`src/rtl/track_pkg.sv`:
```
// Shared definitions for the note track reader.
// Holds the sequencer state encoding, the note row width, the streak length at
// which the hit bonus starts, and a saturating score adder.
package track_pkg;

    localparam int NOTE_W          = 5;
    localparam int STREAK_BONUS_TH = 10;

    typedef enum logic [2:0] {
        ST_IDLE      = 3'd0,
        ST_WAIT_TICK = 3'd1,
        ST_ADDR      = 3'd2,
        ST_CAPTURE   = 3'd3,
        ST_DONE      = 3'd4
    } state_e;

    // Add two 16-bit values, clamping at 16'hFFFF instead of wrapping.
    function automatic logic [15:0] sat_add16(input logic [15:0] a, input logic [15:0] b);
        logic [16:0] sum;
        sum = {1'b0, a} + {1'b0, b};
        return sum[16] ? 16'hFFFF : sum[15:0];
    endfunction

endpackage

```
`src/rtl/note_judge.sv`:
```
// Judges player strums against the row currently sitting in the judge row and
// keeps score and streak.
// Ports:
//   clk, rst_n      clock, synchronous active-low reset
//   i_clear         start of a new song: zero score, streak and judged flag
//   i_strum         strum qualified by the sequencer being busy
//   i_shift         the buffer shifts this cycle (judge row leaves)
//   i_buttons       fret levels committed by the strum
//   i_hit_row       judge row before any shift in this cycle
//   o_score         accumulated points (saturating)
//   o_streak        consecutive correct hits (saturating)
//   o_hit, o_miss   one-cycle judgement pulses
module note_judge
    import track_pkg::*;
#(
    parameter int HIT_PTS = 10
) (
    input  logic              clk,
    input  logic              rst_n,
    input  logic              i_clear,
    input  logic              i_strum,
    input  logic              i_shift,
    input  logic [NOTE_W-1:0] i_buttons,
    input  logic [NOTE_W-1:0] i_hit_row,
    output logic [15:0]       o_score,
    output logic [7:0]        o_streak,
    output logic              o_hit,
    output logic              o_miss
);

    localparam logic [15:0] LP_PTS       = 16'(HIT_PTS);
    localparam logic [15:0] LP_BONUS_PTS = 16'(2 * HIT_PTS);
    localparam logic [7:0]  LP_STREAK_TH = 8'(STREAK_BONUS_TH);

    logic [15:0] r_score, w_score_n;
    logic [7:0]  r_streak, w_streak_n;
    logic        r_judged, w_judged_n;
    logic        r_hit, w_hit_n;
    logic        r_miss, w_miss_n;

    // Next-state judgement. A strum always takes priority over the shift miss,
    // so a strum on the outgoing row is the only verdict for that row.
    always_comb begin
        w_score_n  = r_score;
        w_streak_n = r_streak;
        w_judged_n = r_judged;
        w_hit_n    = 1'b0;
        w_miss_n   = 1'b0;
        if (i_clear) begin
            w_score_n  = 16'd0;
            w_streak_n = 8'd0;
            w_judged_n = 1'b0;
        end else begin
            if (i_strum) begin
                if ((i_hit_row == {NOTE_W{1'b0}}) || r_judged) begin
                    w_miss_n   = 1'b1;
                    w_streak_n = 8'd0;
                end else if (i_buttons == i_hit_row) begin
                    w_hit_n    = 1'b1;
                    w_judged_n = 1'b1;
                    w_score_n  = sat_add16(r_score,
                                    (r_streak < LP_STREAK_TH) ? LP_PTS : LP_BONUS_PTS);
                    w_streak_n = (r_streak == 8'hFF) ? 8'hFF : (r_streak + 8'd1);
                end else begin
                    w_miss_n   = 1'b1;
                    w_judged_n = 1'b1;
                    w_streak_n = 8'd0;
                end
            end else if (i_shift && (i_hit_row != {NOTE_W{1'b0}}) && !r_judged) begin
                w_miss_n   = 1'b1;
                w_streak_n = 8'd0;
            end else begin
                w_miss_n   = 1'b0;
            end
            // A new row enters the judge position, so it starts unjudged.
            if (i_shift) begin
                w_judged_n = 1'b0;
            end else begin
                w_judged_n = w_judged_n;
            end
        end
    end

    // Judgement state and pulse registers.
    always_ff @(posedge clk) begin
        if (!rst_n) begin
            r_score  <= 16'd0;
            r_streak <= 8'd0;
            r_judged <= 1'b0;
            r_hit    <= 1'b0;
            r_miss   <= 1'b0;
        end else begin
            r_score  <= w_score_n;
            r_streak <= w_streak_n;
            r_judged <= w_judged_n;
            r_hit    <= w_hit_n;
            r_miss   <= w_miss_n;
        end
    end

    assign o_score  = r_score;
    assign o_streak = r_streak;
    assign o_hit    = r_hit;
    assign o_miss   = r_miss;

endmodule

```
`src/rtl/note_track_reader.sv`:
```
// Reads a song from a registered ROM one step per beat tick and scrolls the
// notes through a DEPTH-row buffer; the oldest row is the judge row.
// Ports:
//   clk, rst_n        clock, synchronous active-low reset
//   start             begin a song (only from IDLE)
//   beat_tick         advance one note step (only in WAIT_TICK)
//   addr              registered ROM index
//   rom_data          ROM row, one clock behind addr
//   buttons, strum    player input
//   track             buffer rows, row 0 in bits [4:0]
//   hit_row           judge row (row DEPTH-1)
//   score, streak     scoring state
//   hit, miss         judgement pulses
//   busy, done        sequencer status
module note_track_reader
    import track_pkg::*;
#(
    parameter int SONG_LEN = 90,
    parameter int DEPTH    = 8,
    parameter int HIT_PTS  = 10
) (
    input  logic                    clk,
    input  logic                    rst_n,
    input  logic                    start,
    input  logic                    beat_tick,
    output logic [6:0]              addr,
    input  logic [NOTE_W-1:0]       rom_data,
    input  logic [NOTE_W-1:0]       buttons,
    input  logic                    strum,
    output logic [NOTE_W*DEPTH-1:0] track,
    output logic [NOTE_W-1:0]       hit_row,
    output logic [15:0]             score,
    output logic [7:0]              streak,
    output logic                    hit,
    output logic                    miss,
    output logic                    busy,
    output logic                    done
);

    localparam logic [7:0] LP_SONG_LEN  = 8'(SONG_LEN);
    localparam logic [7:0] LP_LAST_STEP = 8'(SONG_LEN + DEPTH - 1);

    state_e                  r_state, w_next;
    logic                    w_clear, w_capture;
    logic [7:0]              r_step;
    logic [6:0]              r_addr;
    logic [NOTE_W*DEPTH-1:0] r_track;
    logic [NOTE_W-1:0]       w_row0, w_hit_row;
    logic                    w_strum_en;
    logic                    r_busy, r_done;

    // Sequencer state register.
    always_ff @(posedge clk) begin
        if (!rst_n) begin
            r_state <= ST_IDLE;
        end else begin
            r_state <= w_next;
        end
    end

    // Sequencer next state and datapath strobes.
    always_comb begin
        w_next    = r_state;
        w_clear   = 1'b0;
        w_capture = 1'b0;
        case (r_state)
            ST_IDLE: begin
                if (start) begin
                    w_next  = ST_WAIT_TICK;
                    w_clear = 1'b1;
                end else begin
                    w_next  = ST_IDLE;
                end
            end
            ST_WAIT_TICK: begin
                if (beat_tick) begin
                    w_next = ST_ADDR;
                end else begin
                    w_next = ST_WAIT_TICK;
                end
            end
            // The ROM registers addr during this cycle.
            ST_ADDR: begin
                w_next = ST_CAPTURE;
            end
            ST_CAPTURE: begin
                w_capture = 1'b1;
                if (r_step == LP_LAST_STEP) begin
                    w_next = ST_DONE;
                end else begin
                    w_next = ST_WAIT_TICK;
                end
            end
            ST_DONE: begin
                w_next = ST_IDLE;
            end
            default: begin
                w_next = ST_IDLE;
            end
        endcase
    end

    // Past the end of the song the buffer drains with empty rows.
    always_comb begin
        if (r_step < LP_SONG_LEN) begin
            w_row0 = rom_data;
        end else begin
            w_row0 = {NOTE_W{1'b0}};
        end
    end

    assign w_hit_row  = r_track[NOTE_W*DEPTH-1 -: NOTE_W];
    assign w_strum_en = strum && (r_state != ST_IDLE);

    // Step counter, ROM address and scrolling buffer.
    always_ff @(posedge clk) begin
        if (!rst_n) begin
            r_step  <= 8'd0;
            r_addr  <= 7'd0;
            r_track <= {(NOTE_W*DEPTH){1'b0}};
        end else begin
            if (w_clear) begin
                r_step  <= 8'd0;
                r_track <= {(NOTE_W*DEPTH){1'b0}};
            end else if (w_capture) begin
                r_step  <= r_step + 8'd1;
                r_track <= {r_track[NOTE_W*(DEPTH-1)-1:0], w_row0};
            end else begin
                r_step  <= r_step;
                r_track <= r_track;
            end
            // During drain the address stays on the last song entry.
            if ((r_state == ST_WAIT_TICK) && beat_tick && (r_step < LP_SONG_LEN)) begin
                r_addr <= r_step[6:0];
            end else begin
                r_addr <= r_addr;
            end
        end
    end

    // Status outputs registered from the next state so they line up with it.
    always_ff @(posedge clk) begin
        if (!rst_n) begin
            r_busy <= 1'b0;
            r_done <= 1'b0;
        end else begin
            r_busy <= (w_next != ST_IDLE);
            r_done <= (w_next == ST_DONE);
        end
    end

    note_judge #(
        .HIT_PTS (HIT_PTS)
    ) u_judge (
        .clk       (clk),
        .rst_n     (rst_n),
        .i_clear   (w_clear),
        .i_strum   (w_strum_en),
        .i_shift   (w_capture),
        .i_buttons (buttons),
        .i_hit_row (w_hit_row),
        .o_score   (score),
        .o_streak  (streak),
        .o_hit     (hit),
        .o_miss    (miss)
    );

    assign addr    = r_addr;
    assign track   = r_track;
    assign hit_row = w_hit_row;
    assign busy    = r_busy;
    assign done    = r_done;

endmodule
```
`config.mk`:
```
export PLATFORM = sky130hd
export DESIGN_NAME = note_track_reader
export DESIGN_NICKNAME = d
export VERILOG_FILES = /design/src/rtl/track_pkg.sv /design/src/rtl/note_judge.sv /design/src/rtl/note_track_reader.sv
export SDC_FILE = /design/constraint.sdc
export NUM_CORES = 1
export LEC_CHECK = 0
export ABC_AREA = 1
export ABC_CLOCK_PERIOD_IN_PS = 3300
export CAP_MARGIN = 25
export CORE_UTILIZATION = 31
export DETAILED_ROUTE_END_ITERATION = 6
export GPL_ROUTABILITY_DRIVEN = 1
export PLACE_DENSITY = 0.62
export SETUP_SLACK_MARGIN = 0.1
export SLEW_MARGIN = 30
export SYNTH_ARGS = -nofsm -noshare
export SYNTH_HDL_FRONTEND = slang
export SYNTH_HIERARCHICAL = 1
export SYNTH_SLANG_ARGS = --single-unit
```
`constraint.sdc`:
```
create_clock -name clk -period 3.3 [get_ports clk]
set_clock_uncertainty 0.1 [all_clocks]
set_input_delay 0.33 -clock clk [delete_from_list [all_inputs] [get_ports clk]]
set_output_delay 0.33 -clock clk [all_outputs]
set_load 0.03 [all_outputs]
```
# ---- Word-level counts from Yosys, hierarchy flattened
# Cells that the tools add are included.
dict set report totals {
  register_bits 87
  input_bits 15
  output_inout_bits 80
  wordCells 64
}
dict set report classes {
  addsub 3
  magnitude_cmp 2
  n_eq_ne 7
  mux 20
  bitwise_logic 3
  reduce_logical 18
}
# operator n
set ops {}
lappend ops {{8-bit two-way mux} 5}
lappend ops {{16-bit by 16-bit adder with 17-bit output} 1}
lappend ops {{8-bit by 1-bit adder with 8-bit output (second input constant)} 2}
lappend ops {{16-bit two-way mux} 1}
lappend ops {{3-bit one-hot mux with 4 select lines} 1}
lappend ops {{5-bit two-way mux} 2}
lappend ops {{1-bit two-way mux} 9}
lappend ops {{8-bit by 7-bit == test with 1-bit output (second input constant)} 1}
lappend ops {{8-bit == test (second input constant)} 1}
lappend ops {{8-bit by 4-bit < comparator with 1-bit output (second input constant)} 1}
lappend ops {{8-bit by 7-bit < comparator with 1-bit output (second input constant)} 1}
lappend ops {{3-bit by 2-bit == test with 1-bit output (second input constant)} 2}
lappend ops {{3-bit nonzero test} 2}
lappend ops {{5-bit == test} 1}
lappend ops {{1-bit logical AND} 5}
lappend ops {{5-bit zero test} 1}
lappend ops {{5-bit nonzero test} 1}
lappend ops {{4-bit OR reduction} 1}
lappend ops {{3-bit by 1-bit == test with 1-bit output (second input constant)} 1}
lappend ops {{3-bit == test (second input constant)} 1}
lappend ops {{3-bit zero test} 1}
lappend ops {{3-bit two-way mux} 1}
lappend ops {{1-bit NOT} 3}
lappend ops {{3-bit AND reduction} 1}
lappend ops {{7 further kinds} 7}

# ---- Logic depth before layout (Yosys ltp)
# Gate-level depths: netlist of run 1.
dict set report logic_depth {
  word_depth 6
  mapped_depth 14
}

# ---- Modules after synthesis
# Netlist of run 1, hierarchy kept.
# mod instances cells_per_inst area_each_um2 seq_area_each_um2
set modules_own_cells {}
lappend modules_own_cells {note_track_reader 1 339 2461.1 1201.2}
lappend modules_own_cells {note_judge 1 288 1843.0 540.5}

# ---- Worst setup path after synthesis of run 1
# Ideal clock, no wire load.
dict set report synth_timing {
  path_kind {register -> register}
  from {reg u_judge.r_streak[6] (netlist: u_judge/o_streak[6])}
  to {reg u_judge.r_score[9] (netlist: u_judge/o_score[9])}
  setup_time_ns 0.134
  arrival_time_ns 2.229
  t_required_ns 3.066
  slack_ns 0.838
  path_stages_with_launch 15
  path_buffers 0
  synth_period_minus_slack_ns 2.462
  cell_sequence {dfxtp_1 -> nor4_1 -> inv_1 -> nor2_1 -> ha_1 -> inv_1 -> fa_1 -> inv_1 -> nand2_1 -> nand2_1 -> nand2_1 -> nand2_1 -> nand3_1 -> nand2_1 -> a21oi_1}
}
dict set report synth_between {
  elab_chain_cells 4
}
# element line
set synth_rtl {}
lappend synth_rtl {{from (decl)} note_judge.sv:36} ;# logic [7:0] r_streak, w_streak_n;
lappend synth_rtl {{from (signal assigned)} note_judge.sv:94} ;# r_streak <= w_streak_n;
lappend synth_rtl {{8-bit by 4-bit < comparator with 1-bit output} note_judge.sv:62} ;# (r_streak < LP_STREAK_TH) ? LP_PTS : LP_BONUS_PTS);
lappend synth_rtl {{5-bit two-way mux} note_judge.sv:62}
lappend synth_rtl {{16-bit by 16-bit adder with 17-bit output} track_pkg.sv:20} ;# sum = {1'b0, a} + {1'b0, b};
lappend synth_rtl {{16-bit two-way mux} track_pkg.sv:21} ;# return sum[16] ? 16'hFFFF : sum[15:0];
lappend synth_rtl {{to (signal assigned)} note_judge.sv:93} ;# r_score <= w_score_n;
lappend synth_rtl {{to (decl)} note_judge.sv:35} ;# logic [15:0] r_score, w_score_n;
# Every way passes these cells.
# A chain may end at the register's enable or synchronous reset.

# ---- Final worst setup path of run 1
dict set report layout_timing {
  from {reg u_judge.r_streak[6] (netlist: u_judge/o_streak[6])}
  to {reg u_judge.r_score[3] (netlist: u_judge/o_score[3])}
}
# Same word-level chain as after synthesis.

==> impl_results.html, run 1 <==
<table>
<tr><th>Metric</th><th>Value</th></tr>
<tr><th colspan="2">Setup path</th></tr>
<tr><td>Number of cells on the worst reg-to-reg path</td><td>13</td></tr>
<tr><td>Element type at the critical path start</td><td>register</td></tr>
<tr><td>FF-to-FF setup slack</td><td>610 ps</td></tr>
<tr><td>WP data required</td><td>3470 ps</td></tr>
<tr><td>Arrival time of data at the critical path endpoint</td><td>2850 ps</td></tr>
<tr><td>Nature of the critical path endpoint</td><td>register</td></tr>
<tr><td>Startpoint-to-endpoint class of the critical path</td><td>register to register</td></tr>
<tr><td>Biggest fanout along the worst timing path</td><td>13</td></tr>
<tr><th colspan="2">Timing</th></tr>
<tr><td>Number of slew-limit violations in the final report</td><td>0</td></tr>
<tr><td>Final setup vio count</td><td>0</td></tr>
<tr><td>Sum Neg Setup Slack</td><td>0 ps</td></tr>
<tr><td>Final period utilization</td><td>0.815</td></tr>
<tr><td>Number of hold violations in the final report</td><td>0</td></tr>
<tr><td>Upper clock frequency limit</td><td>372 MHz</td></tr>
<tr><td>Remaining max-slew budget at the tightest pin</td><td>0.611</td></tr>
<tr><td>Time the final worst path needs with I/O delays and setup</td><td>2690 ps</td></tr>
<tr><td>RSZ-0062 raised after global routing</td><td>no</td></tr>
<tr><td>Transition at the pin with the smallest max-transition slack</td><td>583 ps</td></tr>
<tr><th colspan="2">Logic synthesis</th></tr>
<tr><td>Synthesized area per cell</td><td>6.86 um^2</td></tr>
<tr><td>Share of the yosys chip area belonging to registers</td><td>0.405</td></tr>
<tr><td>Cell area after synthesis</td><td>0.00430 mm^2</td></tr>
<tr><td>Post-synthesis async set-or-reset flop share</td><td>0</td></tr>
<tr><td>FF+latch count, synth</td><td>87</td></tr>
<tr><td>Cell variety after synth</td><td>40</td></tr>
<tr><td>Ys flop type</td><td>sky130_fd_sc_hd__dfxtp_1</td></tr>
<tr><td>Synth area leaders</td><td>sky130_fd_sc_hd__dfxtp_1 (40%), sky130_fd_sc_hd__nand2_1 (18%), sky130_fd_sc_hd__a21oi_1 (7.2%)</td></tr>
<tr><td>Post-synthesis cell type with the largest combined area</td><td>sky130_fd_sc_hd__dfxtp_1</td></tr>
<tr><td>Post-synth top area share</td><td>0.405</td></tr>
<tr><td>Number of enable flip-flop cells after synthesis</td><td>0</td></tr>
<tr><td>Synth Warn #</td><td>6</td></tr>
<tr><td>Synthesized netlist net count</td><td>650</td></tr>
<tr><td>Gate count of the mapped netlist</td><td>627</td></tr>
<tr><th colspan="2">Route</th></tr>
<tr><td>Routed WL</td><td>11.1 mm</td></tr>
<tr><td>Remaining number of nets flagged by the antenna check after routing</td><td>0</td></tr>
<tr><td>Number of vias after detailed routing</td><td>4187</td></tr>
<tr><td>Via-per-instance ratio</td><td>4.70</td></tr>
<tr><td>First DRT Iteration DRCs</td><td>265</td></tr>
<tr><td>Initial DRT Pass Iterations</td><td>5</td></tr>
<tr><td>Detail-routed net length per standard cell</td><td>12.4 um</td></tr>
<tr><td>DR DRC count</td><td>0</td></tr>
<tr><th colspan="2">Clocking</th></tr>
<tr><td>CTS H-tree depth</td><td>3</td></tr>
<tr><td>Clock-pin slew on the worst setup and hold paths</td><td>70 ps</td></tr>
<tr><td>Root Driver</td><td>sky130_fd_sc_hd__clkbuf_16</td></tr>
<tr><td>Number of gates given a new drive strength after cts</td><td>0</td></tr>
<tr><td>Hold-fix buffers, CTS</td><td>0</td></tr>
<tr><td>CTS tree</td><td>yes</td></tr>
<tr><td>Number of buffers between clock root and the deepest sink</td><td>2</td></tr>
<tr><td>Clk sinks</td><td>87</td></tr>
<tr><td>Clock latency on the worst-skew pair</td><td>340 ps</td></tr>
<tr><td>TritonCTS Buffers</td><td>9</td></tr>
<tr><td>Setup repair bufs after CTS</td><td>0</td></tr>
<tr><th colspan="2">Power and ir drop</th></tr>
<tr><td>Power, Total</td><td>2.29 mW</td></tr>
<tr><td>Pwr dens</td><td>405 mW/mm^2</td></tr>
<tr><td>Worst voltage drop across the vdd grid</td><td>0.449 mV</td></tr>
<tr><td>Static leakage</td><td>2.20 nW</td></tr>
<tr><th colspan="2">Floorplan</th></tr>
<tr><td>Core Rows</td><td>42</td></tr>
<tr><td>Chip width</td><td>120 um</td></tr>
<tr><td>Standard cell core area</td><td>0.0134 mm^2</td></tr>
<tr><td>Floorplan die height</td><td>120 um</td></tr>
<tr><td>Die Outline Area</td><td>0.0144 mm^2</td></tr>
<tr><td>Initial standard-cell utilization of the core</td><td>0.321</td></tr>
<tr><td>IO Pins</td><td>95</td></tr>
<tr><th colspan="2">Layout</th></tr>
<tr><td>Antenna Cells</td><td>0</td></tr>
<tr><td>Fin nets</td><td>733</td></tr>
<tr><td>Fraction of layout instances using a drive strength above 1</td><td>0.0629</td></tr>
<tr><td>Layout overhead on the synthesized area</td><td>31.3%</td></tr>
<tr><td>Final core occ</td><td>0.422</td></tr>
<tr><td>Filler Cell Count</td><td>1379</td></tr>
<tr><th colspan="2">Place</th></tr>
<tr><td>HPWL reported at the end of detailed placement</td><td>7.85 mm</td></tr>
<tr><td>Weighted congestion at the end of routability-driven global placement</td><td>0.888</td></tr>
<tr><td>Count of buffers from port buffering</td><td>94</td></tr>
<tr><th colspan="2">Global route</th></tr>
<tr><td>Met2 layer usage reported by global route</td><td>0.277</td></tr>
<tr><td>Vias in the first global route</td><td>3957</td></tr>
<tr><td>Number of antenna violations at the first check in global routing</td><td>0</td></tr>
<tr><td>Wire length of the first global-routing pass</td><td>18.6 mm</td></tr>
<tr><td>GRT Overall Usage</td><td>0.161</td></tr>
<tr><td>Maximum number of pins on one net before global-route repair</td><td>42</td></tr>
<tr><td>Global routing usage on met1</td><td>0.182</td></tr>
<tr><td>Met3 routing resource usage after global routing</td><td>0.0694</td></tr>
<tr><td>Peak-usage layer in the global routing report</td><td>met2</td></tr>
<tr><td>Total overflow reported by the global router</td><td>0</td></tr>
<tr><th colspan="2">Worst hold path</th></tr>
<tr><td>Hold/Removal Path Class</td><td>register to register</td></tr>
<tr><td>Hold Path Stages</td><td>2</td></tr>
<tr><th colspan="2">Outcome</th></tr>
<tr><td>Result of the run</td><td>complete, no violations</td></tr>
<tr><th colspan="2">Job</th></tr>
<tr><td>Max-cap violation count</td><td>0</td></tr>
</table>
## placed cells by master, fill, tap and decap left out, drive strengths merged, types with 2 or more instances in the layout
master	instances
a21oi	64
nand3b	5
nor2	52
clkdlybuf4s50	94
or2	3
ha	7
clkbuf	10
nand3	49
nand2	208
clkinv	2
nor3	3
o21ai	19
buf	4
xor2	4
nand4	12
xnor2	2
dfxtp	87
inv	82
## final timing paths
| kind | from | to |
|---|---|---|
| worst max-delay path | u_judge/o_streak[6] | u_judge/o_score[3] |
| worst min-delay path | track[18] | track[18] |
| worst max register to register | u_judge/o_streak[6] | u_judge/o_score[3] |
| worst min register to register | track[18] | track[18] |
## sequential cells by signal, indices dropped and copies added, names as in the netlist, 3 cells and up
register and count:
u_judge/o_score 16, addr 7, track 40, u_judge/o_streak 8, r_step 8, r_state 3
## Yosys cell counts (all sizes together), types with 3 or more instances
cell and number:
a21oi 64, buf 21, clkbuf 5, dfxtp 87, ha 7, inv 79, nand2 208, nand3 49
nand3b 5, nand4 12, nor2 52, nor3 3, o21ai 19, or2 3, xor2 4
## per-stage QoR
step / instance area (um^2) / instances / setup WS [ps] / hold slack [ps]
global placement: 5340 / 875 / 747 / 363
CTS: 5650 / 891 / 640 / 382
detailed placement: 5340 / 875 / 700 / 369
floorplan: 4300 / 627 / 838 / 355
global route: 5650 / 891 / 362 / 397
finish: 5650 / 891 / 612 / 379
## cell type report
cell class | instances | area, um^2 | share of cell area
timing repair buffer | 98 | 971 | 0.172
tap | 176 | 220 | 0.0390
sequential | 87 | 1740 | 0.308
clock inverter | 6 | 72.6 | 0.0128
clock buffer | 10 | 239 | 0.0423
multi-input combinational | 434 | 2110 | 0.373
inverter | 80 | 300 | 0.0531
## report_power, final
part           internal [mW]  leakage (nW)  switching, mW
Sequential              1.06         0.702        0.00756
Clock                  0.617         0.150          0.449
Combinational         0.0581          1.35         0.0978
Total                   1.74          2.20          0.554
## worst max-delay path: stages (launching register included)
cell and delay [ps]:
sky130_fd_sc_hd__dfxtp_1 370, sky130_fd_sc_hd__nor4_1 270, sky130_fd_sc_hd__inv_1 70, sky130_fd_sc_hd__nor2_1 290, sky130_fd_sc_hd__inv_1 120, sky130_fd_sc_hd__ha_1 410, sky130_fd_sc_hd__nand2_2 90, sky130_fd_sc_hd__nor2_1 120
sky130_fd_sc_hd__nand3_2 100, sky130_fd_sc_hd__nand2_2 90, sky130_fd_sc_hd__nand2_2 170, sky130_fd_sc_hd__inv_1 150, sky130_fd_sc_hd__o21ai_0 90, sky130_fd_sc_hd__a21oi_1 170
## metal layers
layer | part of all wire | routed length, um | vias to the layer above
met2 | 0.48 | 5350 | 113
li1 | - | - | 2145
met3 | 0.073 | 811 | 11
met1 | 0.43 | 4790 | 1918
met5 | 0 | 0 | -
met4 | 0.012 | 134 | 0
## cells by family (layout without fill, tap and decap cells)
group           count (synthesis)  in the layout  share of synthesized area
simple gates                  333            333                      0.344
buf+inv                       106            194                      0.107
compound gates                 87             87                      0.107
flops                          87             87                      0.405
fa+ha+maj                       8              8                     0.0250
xor+xnor                        6              6                     0.0122
Note: power is estimated with default switching activity, not from simulation.
==> run 2: changes to the inputs <==
--- a/config.mk
+++ b/config.mk
@@ -6,7 +6,7 @@
 export NUM_CORES = 1
 export LEC_CHECK = 0
 export ABC_AREA = 1
-export ABC_CLOCK_PERIOD_IN_PS = 3300
+export ABC_CLOCK_PERIOD_IN_PS = 2580
 export CAP_MARGIN = 25
 export CORE_UTILIZATION = 31
 export DETAILED_ROUTE_END_ITERATION = 6
==> constraint.sdc (replaced) <==
create_clock -name clk -period 2.58 [get_ports clk]
set_clock_uncertainty 0.1 [all_clocks]
set_input_delay 0.258 -clock clk [delete_from_list [all_inputs] [get_ports clk]]
set_output_delay 0.258 -clock clk [all_outputs]
set_load 0.03 [all_outputs]
==> run 2 against run 1 <==
Against the previous run: first-iteration DRC count increased by 0.75%; core utilization increased by 0.58 points; worst hold slack got worse by 2.9 ps; final cell count increased by 0.56%; total power increased by 26%; setup slack got worse by 380 ps; global-route usage decreased by 0.54 points; sequential cell count unchanged; clock power increased by 23%; via count decreased by 0.93%; critical path type unchanged; largest cell class unchanged; highest routed layer unchanged.
==> impl_results.html, run 2 (synthesis gave the netlist of run 1 again) <==
<table>
<tr><th>Metric</th><th>Value</th></tr>
<tr><th colspan="2">Floorplan</th></tr>
<tr><td>Chip width</td><td>120 um</td></tr>
<tr><td>Floorplan die height</td><td>120 um</td></tr>
<tr><td>Initial standard-cell utilization of the core</td><td>0.321</td></tr>
<tr><td>IO Pins</td><td>95</td></tr>
<tr><td>Standard cell core area</td><td>0.0134 mm^2</td></tr>
<tr><td>Die Outline Area</td><td>0.0144 mm^2</td></tr>
<tr><td>Core Rows</td><td>42</td></tr>
<tr><th colspan="2">Layout</th></tr>
<tr><td>Max reg flops</td><td>40</td></tr>
<tr><td>Fraction of layout instances using a drive strength above 1</td><td>0.0833</td></tr>
<tr><td>Top library cells by usage in the layout, fill and taps aside</td><td>sky130_fd_sc_hd__nand2_1 (202), sky130_fd_sc_hd__clkdlybuf4s50_1 (94), sky130_fd_sc_hd__dfxtp_1 (86), sky130_fd_sc_hd__inv_1 (77), sky130_fd_sc_hd__a21oi_1 (62)</td></tr>
<tr><td>Fin nets</td><td>738</td></tr>
<tr><td>Final std cells w/o fill</td><td>896</td></tr>
<tr><td>Antenna Cells</td><td>0</td></tr>
<tr><td>Leading cell type in the layout, fill and taps excluded</td><td>sky130_fd_sc_hd__nand2_1</td></tr>
<tr><td>Layout overhead on the synthesized area</td><td>33.1%</td></tr>
<tr><th colspan="2">Route</th></tr>
<tr><td>DR DRC count</td><td>0</td></tr>
<tr><td>Remaining number of nets flagged by the antenna check after routing</td><td>0</td></tr>
<tr><td>Via-per-instance ratio</td><td>4.63</td></tr>
<tr><td>Initial DRT Pass Iterations</td><td>7</td></tr>
<tr><td>Routed WL</td><td>10.9 mm</td></tr>
<tr><td>Number of vias after detailed routing</td><td>4148</td></tr>
<tr><td>First DRT Iteration DRCs</td><td>267</td></tr>
<tr><td>Detail-routed net length per standard cell</td><td>12.1 um</td></tr>
<tr><th colspan="2">Clocking</th></tr>
<tr><td>Clock latency on the worst-skew pair</td><td>340 ps</td></tr>
<tr><td>CTS H-tree depth</td><td>3</td></tr>
<tr><td>CTS tree</td><td>yes</td></tr>
<tr><td>Clk sinks</td><td>87</td></tr>
<tr><td>Clock-pin slew on the worst setup and hold paths</td><td>70 ps</td></tr>
<tr><td>Root Driver</td><td>sky130_fd_sc_hd__clkbuf_16</td></tr>
<tr><td>Number of buffers between clock root and the deepest sink</td><td>2</td></tr>
<tr><td>Hold-fix buffers, CTS</td><td>0</td></tr>
<tr><td>TritonCTS Buffers</td><td>9</td></tr>
<tr><th colspan="2">Setup path</th></tr>
<tr><td>Worst setup endpoint</td><td>u_judge/o_score[9]</td></tr>
<tr><td>Critical-path cell list</td><td>nor4_2, inv_1, nor2_4, inv_1, ha_4, nand2_2, nor2_2, nand3_2, nand2_4, nand2_4, buf_4, nand3_1, nand2_1, a21oi_1</td></tr>
<tr><td>Critical Path Start</td><td>u_judge/o_streak[5]</td></tr>
<tr><td>FF-to-FF setup slack</td><td>240 ps</td></tr>
<tr><td>Worst Path Buf+Inv</td><td>3</td></tr>
<tr><td>Number of cells on the worst reg-to-reg path</td><td>14</td></tr>
<tr><td>Arrival time of data at the critical path endpoint</td><td>2520 ps</td></tr>
<tr><td>Nature of the critical path endpoint</td><td>register</td></tr>
<tr><td>Instance count on the critical path</td><td>14</td></tr>
<tr><td>Startpoint-to-endpoint class of the critical path</td><td>register to register</td></tr>
<tr><td>Capture point of the worst reg-to-reg path</td><td>u_judge/o_score[9]</td></tr>
<tr><td>Critical Path Slowest Stage Cell</td><td>sky130_fd_sc_hd__dfxtp_1</td></tr>
<tr><td>WP data required</td><td>2750 ps</td></tr>
<tr><td>Worst stage delay on the critical path</td><td>340 ps</td></tr>
<tr><td>Element type at the critical path start</td><td>register</td></tr>
<tr><td>Top delay family on crit path</td><td>simple AND/OR/NAND/NOR gates</td></tr>
<tr><td>Worst r2r src</td><td>u_judge/o_streak[5]</td></tr>
<tr><td>Biggest fanout along the worst timing path</td><td>7</td></tr>
<tr><th colspan="2">Timing</th></tr>
<tr><td>Final setup vio count</td><td>0</td></tr>
<tr><td>Number of slew-limit violations in the final report</td><td>0</td></tr>
<tr><td>RSZ-0062 raised after global routing</td><td>yes</td></tr>
<tr><td>Transition at the pin with the smallest max-transition slack</td><td>579 ps</td></tr>
<tr><td>Sum Neg Setup Slack</td><td>0 ps</td></tr>
<tr><td>Final period utilization</td><td>0.909</td></tr>
<tr><td>Time the final worst path needs with I/O delays and setup</td><td>2340 ps</td></tr>
<tr><td>Remaining max-slew budget at the tightest pin</td><td>0.613</td></tr>
<tr><td>Upper clock frequency limit</td><td>427 MHz</td></tr>
<tr><td>Number of hold violations in the final report</td><td>0</td></tr>
<tr><th colspan="2">Power and ir drop</th></tr>
<tr><td>Worst voltage drop across the vdd grid</td><td>0.364 mV</td></tr>
<tr><td>Pwr dens</td><td>503 mW/mm^2</td></tr>
<tr><td>Static leakage</td><td>2.24 nW</td></tr>
<tr><th colspan="2">Job</th></tr>
<tr><td>Max-cap violation count</td><td>0</td></tr>
<tr><th colspan="2">Global route</th></tr>
<tr><td>Total overflow reported by the global router</td><td>0</td></tr>
<tr><td>Wire length of the first global-routing pass</td><td>17.9 mm</td></tr>
<tr><td>GRT Overall Usage</td><td>0.156</td></tr>
<tr><td>Maximum number of pins on one net before global-route repair</td><td>47</td></tr>
<tr><td>Number of antenna violations at the first check in global routing</td><td>0</td></tr>
<tr><td>Vias in the first global route</td><td>3855</td></tr>
<tr><th colspan="2">Place</th></tr>
<tr><td>Weighted congestion at the end of routability-driven global placement</td><td>0.844</td></tr>
<tr><td>HPWL reported at the end of detailed placement</td><td>7.63 mm</td></tr>
<tr><td>Count of buffers from port buffering</td><td>94</td></tr>
<tr><td>Cells after DPL</td><td>878</td></tr>
<tr><th colspan="2">Worst hold path</th></tr>
<tr><td>Hold/Removal Path Class</td><td>register to register</td></tr>
<tr><th colspan="2">Outcome</th></tr>
<tr><td>Result of the run</td><td>complete, no violations</td></tr>
</table>
[run 2: changes by cell type in the layout (fill, tap and decap cells not counted), sizes merged]
cell      delta
nand2        +1
buf          +4
clkinvlp     -1
clkinv       +1
[run 2: layer usage]
metal / track usage / share of wire / vias to the layer above
met5: 0 / 0 / -
met4: 0.0531 / 0.0087 / 0
met3: 0.0575 / 0.074 / 7
met2: 0.255 / 0.47 / 114
met1: 0.186 / 0.44 / 1874
li1: - / - / 2153
[run 2: area by class of cell]
class                           instances  area [um^2]
Sequential cell                        87         1740
Inverter                               80          300
Clock inverter                          6         66.3
Multi-Input combinational cell        435         2170
Tap cell                              176          220
Fill cell                            1373         7670
Clock buffer                           10          229
Timing Repair Buffer                  102         1000
[run 2: worst min-delay path, cell delays in order (launching register included)]
cell and delay [ps]:
sky130_fd_sc_hd__dfxtp_1 320, sky130_fd_sc_hd__nand2_1 60, sky130_fd_sc_hd__a21oi_1 50
[run 2: worst min-delay path by stage]
stage                             startpoint  cells past startpoint  slack (ps)                  to
after global placement             track[22]                      2         360           track[22]
after CTS                 u_judge/o_score[0]                      2         380  u_judge/o_score[0]
final                              track[11]                      2         380           track[16]
after global routing             rom_data[0]                      3         400            track[0]
after detailed placement  u_judge/o_score[0]                      2         370  u_judge/o_score[0]
after floorplan                  rom_data[0]                      2         320            track[0]
[run 2: timing repair]
item                                    4_1_cts  5_1_grt
setup buffers                                 0        1
gates resized for setup                       1       13
hold endpoints to repair                      0        0
pin swaps                                     0        3
endpoints found under the setup margin        6       16
cloned                                        0        1
[run 2: report_power, final]
group          total (mW)  switching, mW  internal, mW  leakage, nW
combinational       0.199          0.123        0.0755         1.39
clock                1.32          0.559         0.758        0.148
sequential           1.37        0.00927          1.36        0.702
total                2.88          0.691          2.19         2.24
[run 2: metrics by stage]
step / utilization / setup WS [ps] / cell area (um^2) / hold slack (ps) / total power, mW
global placement: 0.400 / 176 / 5360 / 364 / 1.60
detailed placement: 0.400 / 96.4 / 5360 / 371 / 1.60
floorplan: - / 118 / 4300 / 321 / 1.53
global route: 0.427 / 46.4 / 5730 / 401 / 3.01
CTS: 0.422 / 140 / 5660 / 381 / 2.94
finish: 0.427 / 236 / 5730 / 377 / 2.88
